$ cat config.mk
export PLATFORM = sky130hd
export DESIGN_NAME = night_rider_trail_pwm
export DESIGN_NICKNAME = d
export VERILOG_FILES = /design/src/rtl/night_rider_trail_pwm.sv
export SDC_FILE = /design/constraint.sdc
export NUM_CORES = 1
export LEC_CHECK = 0
export ABC_CLOCK_PERIOD_IN_PS = 2000
export CAP_MARGIN = 0
export CORE_AREA = 4 4 85 87
export DETAILED_ROUTE_END_ITERATION = 8
export DIE_AREA = 0 0 89 91
export PLACE_DENSITY = 0.73
export RECOVER_POWER = 50
export SKIP_LAST_GASP = 1
export SLEW_MARGIN = 10
export SYNTH_ARGS = -nofsm -noshare
export SYNTH_HDL_FRONTEND = slang
export SYNTH_SLANG_ARGS = --single-unit
export TNS_END_PERCENT = 100
$ cat constraint.sdc
create_clock -name clk -period 2 [get_ports clk]
set_input_delay 0.2 -clock clk [delete_from_list [all_inputs] [get_ports clk]]
set_output_delay 0.2 -clock clk [all_outputs]
set_load 0.005 [all_outputs]
$ cat src/rtl/night_rider_trail_pwm.sv
// ---------------------------------------------------------------------------
// night_rider_trail_pwm
//
// Purpose:
//   Sits behind the night-rider LED scanner. It keeps a brightness level for
//   every LED. The LED under the scanner is set to full brightness, and every
//   other LED fades by a fixed amount each time the scanner steps. The levels
//   are then driven out through a frame-synchronous PWM. The result is a
//   fading "comet tail" behind the moving light.
//
// Parameters:
//   N        - number of LEDs (>= 2)
//   PWM_BITS - brightness / PWM counter width (2..8); full scale is 2^PWM_BITS-1
//   DECAY    - brightness removed from unlit LEDs on every step (1..full scale)
//
// Ports:
//   clk        - clock
//   rst_n      - asynchronous, active-low reset
//   led_in     - scanner position vector, normally one-hot, sampled on step
//   step       - one-cycle pulse, the scanner advanced this cycle
//   en         - PWM enable (level)
//   led_pwm    - registered PWM drive, one bit per LED
//   frame_sync - registered one-cycle pulse marking the first cycle of a frame
//   bright_out - live brightness levels, LED i at [i*PWM_BITS +: PWM_BITS]
// ---------------------------------------------------------------------------
module night_rider_trail_pwm #(
  parameter int N        = 8,
  parameter int PWM_BITS = 4,
  parameter int DECAY    = 4
) (
  input  logic                  clk,
  input  logic                  rst_n,
  input  logic [N-1:0]          led_in,
  input  logic                  step,
  input  logic                  en,
  output logic [N-1:0]          led_pwm,
  output logic                  frame_sync,
  output logic [N*PWM_BITS-1:0] bright_out
);

  // Full-scale level, last counter value of a frame, and the decay amount,
  // all held at the brightness width so every compare is width-matched.
  localparam logic [PWM_BITS-1:0] MAX_LVL   = {PWM_BITS{1'b1}};
  localparam logic [PWM_BITS-1:0] LAST_CNT  = {{(PWM_BITS-1){1'b1}}, 1'b0};
  localparam logic [PWM_BITS-1:0] DECAY_LVL = PWM_BITS'(DECAY);

  // Per-LED brightness and shadow duty. They are packed so that bright_q
  // already has the flat layout bright_out needs.
  logic [N-1:0][PWM_BITS-1:0] bright_q;
  logic [N-1:0][PWM_BITS-1:0] bright_d;
  logic [N-1:0][PWM_BITS-1:0] shadow_q;
  logic [N-1:0][PWM_BITS-1:0] shadow_d;

  logic [PWM_BITS-1:0] cnt_q;
  logic [PWM_BITS-1:0] cnt_d;

  logic [N-1:0] led_pwm_q;
  logic [N-1:0] led_pwm_d;
  logic         frame_sync_q;
  logic         frame_sync_d;

  logic         shadowLoad;

  // Brightness update. Nothing changes unless the scanner stepped. On a step,
  // every LED flagged in led_in jumps to full scale. Several set bits are all
  // honoured. Every other LED loses DECAY and bottoms out at zero. The
  // compare happens before the subtraction, so the unsigned result never
  // wraps.
  always_comb begin
    bright_d = bright_q;
    if (step) begin
      for (int i = 0; i < N; i++) begin
        if (led_in[i]) begin
          bright_d[i] = MAX_LVL;
        end else if (bright_q[i] > DECAY_LVL) begin
          bright_d[i] = bright_q[i] - DECAY_LVL;
        end else begin
          bright_d[i] = '0;
        end
      end
    end
  end

  // Frame counter. It runs 0 .. MAX-1, so one frame is MAX cycles long and a
  // full-scale duty keeps the LED on for the whole frame. While disabled, the
  // counter is parked at 0. The first enabled cycle is therefore always the
  // start of a frame.
  always_comb begin
    cnt_d = '0;
    if (en && (cnt_q != LAST_CNT)) begin
      cnt_d = cnt_q + 1'b1;
    end
  end

  // Shadow duty load. The shadow copies the brightness on exactly the edges
  // where the counter is about to be 0. A brightness change made mid-frame
  // therefore waits for the next frame boundary. A step landing on the load
  // edge is seen one frame late, because the load samples the old
  // brightness. While disabled, the shadow follows the brightness every
  // cycle, so the first enabled frame shows the current level.
  always_comb begin
    shadowLoad = !en || (cnt_q == LAST_CNT);
    shadow_d   = shadow_q;
    if (shadowLoad) begin
      shadow_d = bright_q;
    end
  end

  // PWM compare and frame marker. An LED is on while its duty is above the
  // counter, which gives s on-cycles at the start of every frame. The frame
  // marker is taken from the same counter value, so after the output register
  // it lines up with the led_pwm cycle for count 0.
  always_comb begin
    led_pwm_d = '0;
    for (int i = 0; i < N; i++) begin
      led_pwm_d[i] = en && (shadow_q[i] > cnt_q);
    end
    frame_sync_d = en && (cnt_q == '0);
  end

  // State registers. Reset clears every register immediately, including in
  // the middle of a frame.
  always_ff @(posedge clk or negedge rst_n) begin
    if (!rst_n) begin
      bright_q     <= '0;
      shadow_q     <= '0;
      cnt_q        <= '0;
      led_pwm_q    <= '0;
      frame_sync_q <= 1'b0;
    end else begin
      bright_q     <= bright_d;
      shadow_q     <= shadow_d;
      cnt_q        <= cnt_d;
      led_pwm_q    <= led_pwm_d;
      frame_sync_q <= frame_sync_d;
    end
  end

  assign led_pwm    = led_pwm_q;
  assign frame_sync = frame_sync_q;
  assign bright_out = bright_q;

endmodule

Word-level counts from Yosys, hierarchy flattened

Cells that the tools add are included.

Input port bits: 12
Flip-flop bits (word level): 77

Reductions and logical operators: 13
Muxes and demuxes: 17
Eq/ne operators: 2
$lt $le $gt $ge: 16
$add $sub $neg: 9

Operator list:

| operator            | number |
|---|---|
| $mux 4              | 17 |
| $gt 4x3->1 const B  | 8 |
| $gt 4x4->1          | 8 |
| $sub 4x3->4 const B | 8 |
| $logic_and 1x1->1   | 10 |
| $add 4x1->4 const B | 1 |
| $eq 4x4->1 const B  | 1 |
| $logic_not 4->1     | 1 |
| $ne 4x4->1 const B  | 1 |
| $logic_not 1->1     | 1 |
| $logic_or 1x1->1    | 1 |

Logic depth before layout (Yosys ltp)

Gate-level depths: netlist of run 1.

Word-level depth: 3
Depth in mapped cells: 6
Depth with buffers taken out: 5

Worst setup path after synthesis of run 1

Ideal clock, no wire load.

Path type: register to register
Start: reg cnt_q[0]
End: reg shadow_q[1] (netlist bit)
Cell stages (with the launch flop): 7
Arrival: 1442 ps
Path buffers: 1
Slack: 433 ps
Period minus slack after synthesis: 1567 ps
Cells stage by stage: dfrtp_1 -> inv_1 -> ha_1 -> nand3_2 -> nand2_4 -> buf_12 -> mux2_4

Word-level cells in the longest chain between the ends: 2

Ends and longest elaborated chain:

| what                   | RTL line | text |
|---|---|---|
| start, declared        | 54       | `logic [PWM_BITS-1:0] cnt_q;` |
| start signal, assigned | 133      | `cnt_q <= cnt_d;` |
| $eq 4x4->1             | 102      | `shadowLoad = !en \|\| (cnt_q == LAST_CNT);` |
| $logic_or 1x1->1       | 102      |  |
| end signal, assigned   | 132      | `shadow_q <= shadow_d;` |
| end, declared          | 51       | `logic [N-1:0][PWM_BITS-1:0] shadow_q;` |

Every way passes these cells.
A chain may end at the register's enable or synchronous reset.

Final worst setup path of run 1

Start: reg cnt_q[0]
End: reg shadow_q[31] (netlist bit)

The elaborated chain is that of the path after synthesis.

==> results.md, run 1 <==
Timing:
- The measured slew at the worst slew-check pin is 1.00 ns.
- The maximum clock skew at final layout is about 0.0093 ns.
- The worst path setup slack after routing is 0.397 ns.
- The smallest clock period supported by the final layout is computed as 1.60 ns.
- Setup violations remaining at the end of the flow were counted as 0.
- Timing would allow up to 0.624 GHz.
- The number of pins exceeding their max-slew limit in the final report came to 0.
- Setup repair after global routing left no endpoint under its margin.
- In the final timing run, aggregate negative setup slack is 0 ns.
- The final cycle utilization of the critical path is 80.1%.
- The number of hold violations in the final report was 0.
- The worst slew slack as a fraction of its limit is 33.1%.

Clock network:
- The clock slew seen by the registers of the worst setup and hold paths is 0.06 ns.
- TritonCTS built the clock tree.
- The number of buffers added by the clock tree synthesis step is 9.
- The H-tree was split into 3 levels.
- CTS saw 61 sinks.
- Buffers added to address setup during post-CTS repair amount to 0.
- The clock reaches the later pin of the worst-skew pair after 0.33 ns.
- The tree is rooted in a clkbuf_8.
- The count of instances resized after the clock tree is built is 0.
- The maximum buffer depth of the clock tree is 2.

Layout:
- The number of antenna diodes in the final layout is 0.
- The final layout net count is roughly 390.
- The top cell types in the final layout, fill and taps aside, are dfrtp_1, clkdlybuf4s50_1, nand2_1, ha_1, a21oi_1.
- The relative area change from synthesis to final layout is 22.6%.
- The commonest non-fill, non-tap cell in the layout is dfrtp_1.
- The share of cells above drive strength 1 is 13.1%.

Placed design:
- The count of buffers added on input and output ports is 52.
- The routability congestion estimate from global placement is 0.757.
- Summed over all nets, the half-perimeter wirelength after detailed placement is 4.10 mm.
- Before CTS, the worst setup slack after placement is 0.395 ns.

Synthesis:
- The synthesized netlist occupies a cell area of 3150 um^2.
- The count of different cell masters after synthesis is 23.
- The cell count after synthesis came out at 284.
- The sequential fraction of the synthesis area is 48.4%.
- The synthesized netlist net count is ~330.
- The mean post-synth cell area is between 10 and 15 um^2.
- For this run, the number of Yosys warnings is 0.
- The post-synthesis sequential element count is 61.

Floorplanning:
- The chip height is 91 um.
- The row count is 29.
- The core area is roughly 6300 um^2.
- The die covers 8100 um^2.
- The number of I/O pins is between 50 and 60.
- The starting density of the core is 49.7%.
- The die is 89 um wide.

Critical path:
- The maximum single-stage delay on the critical path is 0.39 ns.
- The critical path endpoint category is a flip-flop.
- The signal on the critical path passes through inv_1 -> ha_1 -> nand3_2 -> nand2_4 -> mux2_2.
- The required time of the critical path is 2.21 ns.
- The largest fanout of any net on the critical path is 27.
- The worst setup path is launched from a flip-flop.
- For this design, the slowest cell found on the critical path is mux2_2.
- The data arrival time of the critical path is 1.81 ns.
- The slack of the worst reg-to-reg path is 0.40 ns.
- The critical path in this run is classified as flip-flop to flip-flop.

GRT:
- Entering global routing, the biggest net connects 33 pins.
- The via count of the first global-routing pass is 2105.
- The first global-routing pass estimated 10.0 mm of wire.
- The total overflow left after global routing is 0.
- The number of antenna violations at the first check in global routing is 0.
- For this run, the total global-route usage over all layers was measured as 15.9%.

Detailed routing:
- The overall routed net length is 5.77 mm.
- The vias after detailed routing is about 2200.
- For this run, design rule violations remaining after detail routing come to 0.
- The first-iteration detailed-routing DRC count is between 100 and 150.
- After detailed routing, the average wire length per cell comes to 13.7 um.
- The remaining antenna violation count after routing is 0.
- The detailed-routing iteration count for the pre-antenna-repair pass is 4.
- Using the TritonRoute via totals, the vias-per-cell ratio works out to 5.12.

Flow run:
- The number of maximum-capacitance violations is 0.

Outcome:
- The run finished with clean final reports.

Pwr:
- The worst supply voltage drop on vdd is 0.525 mV.
- The power per unit of standard cell area is 898 nW/um^2.
- Total power for the finished layout comes to 3470 uW.
- For this design the static power due to leakage is 0.00181 uW.

Worst hold path:
- The path class of the lowest-slack min-delay path is primary input to flip-flop.
[cells in the mapped netlist]
master,count,area share [%]
dfrtp_1,61,48
nand2_1,40,4.8
ha_1,35,14
a21oi_1,32,5.1
inv_1,20,2.4
mux2_4,17,8.1
nor2_1,11,1.3
buf_4,8,1.9
nand2b_1,8,1.6
nand4_1,8,1.6
nor2b_1,8,1.6
o211ai_1,8,1.9
o21ai_0,8,1.3
mux2_2,7,2.5
buf_2,3,0.48
buf_12,2,1.3
xnor2_1,2,0.56
and3_2,1,0.24
and4_1,1,0.28
clkbuf_1,1,0.12
nand2_4,1,0.36
nand3_1,1,0.16
nand3_2,1,0.32
[layer usage]
metal  global-route usage [%]  up-vias  wire [um]
met2                     23.9       37       2740
met1                     21.7     1028       2770
li1                         -     1081          -
met3                     3.98        4        194
met5                        0        -          0
met4                     6.70        0         68
[state kept, by name, summed over array words and instances, names as in the netlist]
register	flops
shadow_q	24
frame_sync	1
cnt_q	4
bright_out	24
led_pwm	8
[logic make-up after synthesis]
logic type / synth area share, %
DFF: 48.4
adders and majority gates: 13.9
buffers and inverters: 6.15
AOI/OAI and AO/OA: 8.25
and+or+nand+nor: 12.2
xor gates and xnor gates: 0.555
muxes: 10.6
[per-stage QoR]
| stage | hold WS [ns] | utilization [%] | instances | instance area (um^2) |
|---|---|---|---|---|
| 3_5_place_dp | 0.158 | 58.0 | 404 | 3680 |
| 5_1_grt | 0.458 | 60.9 | 420 | 3870 |
| 6_report | 0.453 | 60.9 | 420 | 3870 |
| 4_1_cts | 0.334 | 61.0 | 420 | 3870 |
| 2_1_floorplan | -0.0956 | - | 284 | 3150 |
| 3_3_place_gp | 0.149 | 58.0 | 404 | 3680 |
[area by class of cell]
class	count	area (um^2)
Clock buffer	14	173
Clock inverter	1	5.00
Fill cell	509	2480
Inverter	20	75.1
Multi-Input combinational cell	189	1430
Sequential cell	61	1530
Tap cell	77	96.3
Timing Repair Buffer	58	559
[critical path, delay by kind of cell, from the launching register on]
| family | cells | cell delay, ns |
|---|---|---|
| adder cells (fa/ha/maj) | 1 | 0.16 |
| flip-flops | 1 | 0.38 |
| multiplexers | 1 | 0.39 |
| buffers and inverters | 1 | 0.08 |
| AND/OR/NAND/NOR | 2 | 0.47 |
[path summary, 6_finish.rpt]
path / from / endpoint / cells after the start
max: cnt_q[0] / shadow_q[31] / 5
min: led_in[7] / bright_out[28] / 3
max reg2reg: cnt_q[0] / shadow_q[31] / 5
min reg2reg: shadow_q[3] / shadow_q[3] / 1
max in group asynchronous: rst_n / bright_out[16] / 3
min in group asynchronous: rst_n / bright_out[2] / 2
[report_power, final]
group | total [uW] | switching (uW) | internal, uW
Combinational | 911 | 368 | 543
Clock | 968 | 424 | 544
Sequential | 1600 | 166 | 1430
Total | 3470 | 957 | 2520
[repair_timing]
| item | CTS | global route |
|---|---|---|
| hold buffers | 1 | 0 |
| endpoints found under the setup margin | 0 | 0 |
| endpoints found under the hold margin | 17 | 0 |
Note: power is estimated with default switching activity, not from simulation.
==> run 2, diff against run 1 <==
- ABC_CLOCK_PERIOD_IN_PS: 2000 -> 1310
- CORE_AREA: 4 4 85 87 -> 4 4 87 89
- DIE_AREA: 0 0 89 91 -> 0 0 91 93
- clock period: 2 -> 1.31 ns (I/O delays scaled with it)
==> run 2 against run 1 <==
- the flow now finishes with violations (setup timing)
- first-iteration DRC count is 6.4% lower
- fmax is 0.92% higher
- clock-buffer cell count is 2 lower
- critical path type unchanged
- critical endpoint is now led_pwm[3]
==> results.md, run 2 (synthesized netlist as in run 1, its figures left out) <==
Timing:
- The measured slew at the worst slew-check pin came to 0.661 ns (was 1.00 ns).
- The worst slew slack as a fraction of its limit came to 55.8% (was 33.1%).
- The number of pins exceeding their max-slew limit in the final report is 0 (unchanged).
- The maximum clock skew at final layout was 0.00720 ns (was 0.00928 ns).
- The final cycle utilization of the critical path came to 121% (was 80.1%).
- The final critical-path required period was 1.59 ns (was 1.60 ns).
- The worst path setup slack after routing came to -0.278 ns (was 0.397 ns).
- The final setup TNS is -7.41 ns (was 0 ns).
- The final-report setup violation count is 37 (was 0).
- Unrepaired setup endpoints after global routing: true (was false).
- The maximum clock frequency is 0.630 GHz (was 0.624 GHz).
- The number of hold violations in the final report is 0 (unchanged).
- The worst hold-check slack is 0.300 ns (was 0.453 ns).

Placed design:
- The placed wire-length estimate is 4.32 mm (was 4.10 mm).
- The placed instance count is 418 (was 404).
- The number of buffers added on ports came to 52 (unchanged).
- The routability congestion estimate from global placement is 0.735 (was 0.757).

Floorplanning:
- The starting density of the core is 46.7% (was 49.7%).
- The core area was 6760 um^2 (was 6350 um^2).
- The row count is 30 (was 29).
- The width of the die is 91 um (was 89 um).
- The chip height is 93 um (was 91 um).
- The number of I/O pins came to 53 (unchanged).
- The area of the die came to 8460 um^2 (was 8100 um^2).

Detailed routing:
- The remaining antenna violation count after routing is 0 (unchanged).
- The post-route DRC violation count is 0 (unchanged).
- The overall routed net length came to 7.47 mm (was 5.77 mm).
- The average wire per standard cell is 15.6 um (was 13.7 um).
- The first-iteration detailed-routing DRC count came to 117 (was 125).
- The per-cell via count in the routed design is 5.16 (was 5.12).
- The detailed-routing iteration count for the pre-antenna-repair pass is 6 (was 4).
- The vias after detailed routing was 2477 (was 2150).

GRT:
- The global-route track usage on met1 is 24.7% (was 21.7%).
- The maximum number of pins on one net before global-route repair is 33 (unchanged).
- The global-route track usage on met3 is 4.10% (was 3.98%).
- The number of antenna violations at the first check in global routing is 0 (unchanged).
- The via count of the first global-routing pass came to 2527 (was 2105).
- The layer carrying the most global-route usage is met2 (unchanged).
- The global-route track usage on met2 is 32.3% (was 23.9%).
- The first-pass GRT wire length is 12.7 mm (was 10.0 mm).
- The aggregate global routing overflow is 0 (unchanged).
- The all-layer global routing usage was 19.5% (was 15.9%).

Pwr:
- The switching component of the power came to 1650 uW (was 957 uW).
- The worst supply voltage drop on vdd was 0.747 mV (was 0.525 mV).
- The power per unit of standard cell area came to 1260 nW/um^2 (was 898 nW/um^2).
- The power share of the combinational group is 31.3% (was 26.2%).
- The static leakage is 0.00209 uW (was 0.00181 uW).
- The switching part of the total is 29.6% (was 27.6%).
- The overall power after layout is 5590 uW (was 3470 uW).
- The fraction of power consumed by the clock network is 25.9% (was 27.9%).
- The sequential cell fraction of total power is 42.7% (was 45.9%).
- The design internal power is 3930 uW (was 2520 uW).

Clock network:
- The maximum buffer depth of the clock tree is 2 (unchanged).
- The clock latency on the worst-skew pair is 0.34 ns (was 0.33 ns).
- The number of buffers added by the clock tree synthesis step is 9 (unchanged).
- The number of clock sinks was 61 (unchanged).
- The clock slew seen by the registers of the worst setup and hold paths is 0.07 ns (was 0.06 ns).
- The H-tree depth was 3 (unchanged).
- The clock root buffer master is clkbuf_8 (unchanged).
- The TritonCTS clock tree is yes (unchanged).

Critical path:
- The required time of the critical path is 1.53 ns (was 2.21 ns).
- The kind of critical path is flip-flop to flip-flop (unchanged).
- The kind of start point of the critical path is a flip-flop (unchanged).
- The critical path endpoint category is a flip-flop (unchanged).
- The largest fanout of any net on the critical path is 5 (was 27).
- The data arrival time of the critical path was 1.81 ns (about the same).

Outcome:
- The checks that failed: setup timing.
- Outcome: complete, but fails checks (was finished clean).

Flow run:
- The number of maximum-capacitance violations is 0 (unchanged).

Worst hold path:
- The path class of the lowest-slack min-delay path is primary input to asynchronous set/reset pin (was primary input to flip-flop).

Layout:
- The final antenna diode count is 0 (unchanged).
- The commonest non-fill, non-tap cell in the layout is dfrtp_1 (unchanged).
- The final layout net count is 444 (was 386).
- The count of non-filler cells in the finished layout is 480 (was 420).
- The count of fill cells added during filler insertion is 532 (was 509).
- The utilization after layout is 65.6% (was 60.9%).
- The relative area change from synthesis to final layout is 40.5% (was 22.6%).
- Highest-count cells in the layout ignoring fill and taps: dfrtp_1, nand2_1, dlygate4sd2_1, buf_4, a21oi_1 (was dfrtp_1, clkdlybuf4s50_1, nand2_1, ha_1, a21oi_1).
- The share of cells above drive strength 1 is 26.5% (was 13.1%).
run 2: cell count changes in the layout (fill, tap and decap cells not counted), sizes merged, moves of 2 or more:
cell / change
clkdlybuf4s50: -40
clkinvlp: +2
dlygate4sd2: +38
clkbuf: +11
buf: +42
clkdlybuf4s25: +3
nand2: +2
run 2: path summary, 6_finish.rpt:
check	startpoint	slack (ns)	cells after the start	end
max	cnt_q[1]	-0.28	7	led_pwm[3]
max in group asynchronous	rst_n	0.34	3	shadow_q[26]
min in group clk	led_in[0]	0.37	3	bright_out[3]
min	rst_n	0.30	2	bright_out[3]
max reg2reg	cnt_q[1]	-0.28	7	led_pwm[3]
min reg2reg	shadow_q[22]	0.52	1	shadow_q[22]
run 2: power groups by stage:
stage	clock, uW	combinational [uW]	sequential [uW]
after detailed placement	0	1450	2470
after floorplan	0	832	2420
after global routing	1560	1960	2430
after global placement	0	1380	2460
after CTS	1480	1710	2380
final	1450	1750	2390
run 2: layout make-up:
| cell class | count | area, um^2 | share of cell area [%] |
|---|---|---|---|
| multi-input cells | 191 | 1620 | 36.5 |
| repair inverters | 1 | 7.51 | 0.169 |
| clock inverters | 2 | 10.0 | 0.226 |
| flip-flops and latches | 61 | 1530 | 34.5 |
| repair buffers | 113 | 933 | 21.1 |
| well taps | 80 | 100 | 2.26 |
| clock buffers | 12 | 155 | 3.50 |
| inverters | 20 | 78.8 | 1.78 |
run 2: per-layer routing:
layer	wire [um]	up-vias	share of wire [%]
met5	0	-	0
met4	191	0	2.6
met3	211	16	2.8
met2	3640	43	49
met1	3430	1202	46
li1	-	1216	-
run 2: worst max-delay path: stages, from the launching register on:
cell and delay [ns]:
dfrtp_1 0.42, buf_4 0.15, clkinvlp_4 0.15, buf_4 0.19, ha_4 0.20, nor2b_1 0.12
o211ai_1 0.15, a21oi_1 0.08
run 2: stage by stage:
| step | setup WS [ns] | area [um^2] |
|---|---|---|
| 6_report | -0.278 | 4430 |
| 5_1_grt | -0.338 | 4430 |
| 4_1_cts | -0.197 | 4380 |
| 3_5_place_dp | -0.191 | 3810 |
| 3_3_place_gp | -0.131 | 3810 |
| 2_1_floorplan | -0.138 | 3180 |
run 2: timing repair:
action	4_1_cts	5_1_grt
cloned	3	0
resized for setup	56	16
endpoints found under the hold margin	16	0
endpoints found under the setup margin	70	41
hold buffers	1	0
setup buffers	39	5
pin swaps	4	4
==> run 3, diff against run 2 <==
- CELL_PAD_IN_SITES_DETAIL_PLACEMENT: not set -> 2
- CELL_PAD_IN_SITES_GLOBAL_PLACEMENT: not set -> 2
- CORE_AREA: 4 4 87 89 -> 4 4 106 108
- DIE_AREA: 0 0 91 93 -> 0 0 110 112
- PLACE_DENSITY: 0.73 -> 0.74
==> run 3 against run 2 <==
- the flow still finishes with violations (setup timing)
- highest routed layer unchanged
- routed wire length grew 39%
- clock-buffer cell count grew 1
- critical path type unchanged
- utilization shrank 22 points
- setup slack gained 0.0052 ns
==> results.md, run 3 (synthesized netlist as in run 1, its figures left out) <==
Outcome:
- Outcome: complete, but fails checks (unchanged).
- Violated checks: setup timing (unchanged).

Critical path:
- The length in cells of the worst reg-to-reg path is 5 (was 7).
- The kind of start point of the critical path is a flip-flop (unchanged).
- The data arrival time of the critical path was 1.79 ns (was 1.81 ns).
- The required time of the critical path is 1.51 ns (was 1.53 ns).
- The kind of critical path is flip-flop to flip-flop (unchanged).
- The critical path endpoint category is a flip-flop (unchanged).
- The largest fanout of any net on the critical path was 5 (unchanged).

Layout:
- The commonest non-fill, non-tap cell in the layout is dfrtp_1 (unchanged).
- The final antenna diode count is 0 (unchanged).
- The final layout net count is 440 (was 444).
- The count of non-filler cells in the finished layout is 533 (was 480).
- The share of cells above drive strength 1 is 27.2% (was 26.5%).
- The relative area change from synthesis to final layout is 42.5% (was 40.5%).
- The utilization after layout is 43.9% (was 65.6%).
- Highest-count cells in the layout ignoring fill and taps: dfrtp_1, buf_4, nand2_1, dlygate4sd2_1 (was dfrtp_1, nand2_1, dlygate4sd2_1, buf_4, a21oi_1).
- The final instance area is 4500 um^2 (was 4430 um^2).

Clock network:
- The clock root buffer master is clkbuf_8 (unchanged).
- The clock slew seen by the registers of the worst setup and hold paths is 0.06 ns (was 0.07 ns).
- The H-tree depth came to 3 (unchanged).
- The TritonCTS clock tree is yes (unchanged).
- The number of clock sinks is 61 (unchanged).
- The number of buffers added by the clock tree synthesis step is 9 (unchanged).
- The clock latency on the worst-skew pair is 0.34 ns (about the same).
- The maximum buffer depth of the clock tree is 2 (unchanged).

Worst hold path:
- Along the worst hold path, the cell count comes to 3.
- The path class of the lowest-slack min-delay path is primary input to flip-flop (was primary input to asynchronous set/reset pin).

Pwr:
- The overall power after layout came to 5690 uW (was 5590 uW).
- The static leakage is 0.00215 uW (was 0.00209 uW).
- The worst supply voltage drop on vdd is 0.464 mV (was 0.747 mV).
- The power per unit of standard cell area is 1260 nW/um^2 (about the same).

GRT:
- The number of antenna violations at the first check in global routing is 0 (unchanged).
- The all-layer global routing usage is 18.0% (was 19.5%).
- The maximum number of pins on one net before global-route repair is 62 (was 33).
- The via count of the first global-routing pass came to 2984 (was 2527).
- The first-pass GRT wire length was 16.7 mm (was 12.7 mm).
- The aggregate global routing overflow is 0 (unchanged).

Floorplanning:
- The chip height is 112 um (was 93 um).
- The core area is 10200 um^2 (was 6760 um^2).
- The width of the die is 110 um (was 91 um).
- The area of the die is 12300 um^2 (was 8460 um^2).
- The starting density of the core is 30.8% (was 46.7%).
- The row count is 37 (was 30).
- The number of I/O pins is 53 (unchanged).

Detailed routing:
- The detailed-routing iteration count for the pre-antenna-repair pass is 4 (was 6).
- The remaining antenna violation count after routing is 0 (unchanged).
- The post-route DRC violation count is 0 (unchanged).
- The first-iteration detailed-routing DRC count came to 50 (was 117).
- The overall routed net length is 10.4 mm (was 7.47 mm).
- The per-cell via count in the routed design is 4.83 (was 5.16).
- The vias after detailed routing is 2577 (was 2477).
- The average wire per standard cell is 19.5 um (was 15.6 um).

Flow run:
- The number of maximum-capacitance violations is 0 (unchanged).

Timing:
- The maximum clock skew at final layout was 0.00598 ns (was 0.00720 ns).
- The final critical-path required period came to 1.58 ns (was 1.59 ns).
- The maximum clock frequency is 0.632 GHz (was 0.630 GHz).
- The final-report setup violation count is 37 (unchanged).
- The worst path setup slack after routing is -0.273 ns (was -0.278 ns).
- The final cycle utilization of the critical path came to 121% (about the same).
- Unrepaired setup endpoints after global routing: true (unchanged).
- The worst slew slack as a fraction of its limit is 42.0% (was 55.8%).
- The number of hold violations in the final report is 0 (unchanged).
- The measured slew at the worst slew-check pin is 0.870 ns (was 0.661 ns).
- The number of pins exceeding their max-slew limit in the final report is 0 (unchanged).
- The final setup TNS is -7.34 ns (was -7.41 ns).

Placed design:
- The cell area after placement was 3920 um^2 (was 3810 um^2).
- The placed wire-length estimate is 5.83 mm (was 4.32 mm).
- The number of buffers added on ports is 52 (unchanged).
- The placed instance count is 475 (was 418).
- The routability congestion estimate from global placement is 0.717 (was 0.735).
run 3: cell types whose count changed in the layout (fill, tap and decap cells not counted), moves of 2 or more:
cell	previous run	this run
ha_4	6	3
clkdlybuf4s25_1	3	0
buf_6	6	1
buf_4	37	47
clkbuf_2	3	0
ha_1	28	32
buf_12	2	4
clkbuf_1	13	4
dlymetal6s2s_1	0	3
run 3: final timing paths:
check	slack, ns	end	from
worst max-delay path	-0.27	led_pwm[2]	cnt_q[1]
worst min-delay path	0.39	bright_out[27]	led_in[6]
worst max register to register	-0.27	led_pwm[2]	cnt_q[1]
worst min register to register	0.52	shadow_q[30]	shadow_q[30]
max in group asynchronous	0.17	cnt_q[0]	rst_n
min in group asynchronous	0.53	shadow_q[15]	rst_n
run 3: metal layers:
metal,up-vias,track usage [%],part of all wire [%]
li1,1191,-,-
met5,-,0,0
met4,0,6.98,1.5
met2,43,31.3,53
met1,1330,22.3,43
met3,13,2.43,2.2
run 3: what timing repair did:
action	in CTS	in global routing
cloned	4	0
pin swaps	5	2
resized for setup	60	6
hold buffers	1	0
buffers inserted	34	5
endpoints found under the setup margin	74	44
endpoints found under the hold margin	61	0
run 3: stage by stage:
| step | worst slack, ns | hold WS (ns) |
|---|---|---|
| floorplan | -0.138 | -0.165 |
| global placement | -0.177 | 0.170 |
| detailed placement | -0.293 | 0.174 |
| CTS | -0.219 | 0.343 |
| global route | -0.329 | 0.411 |
| finish | -0.273 | 0.391 |
run 3: power breakdown:
part           switching (uW)  total [uW]  internal, uW
Clock                     720        1440           724
Combinational             860        1850           989
Sequential                211        2390          2180
Total                    1790        5690          3900
run 3: layout make-up:
cell class	instances	area (um^2)
Timing Repair Buffer	108	955
Timing Repair inverter	1	7.51
Clock buffer	13	149
Multi-Input combinational cell	192	1600
Fill cell	1075	5740
Clock inverter	2	10.0
Tap cell	136	170
Sequential cell	61	1530
Inverter	20	78.8
run 3: worst max-delay path, stage by stage, from the launching register on:
cell	delay (ns)
dfrtp_2	0.41
clkinvlp_4	0.17
ha_1	0.34
nor2b_1	0.15
o211ai_1	0.24
a21oi_1	0.13
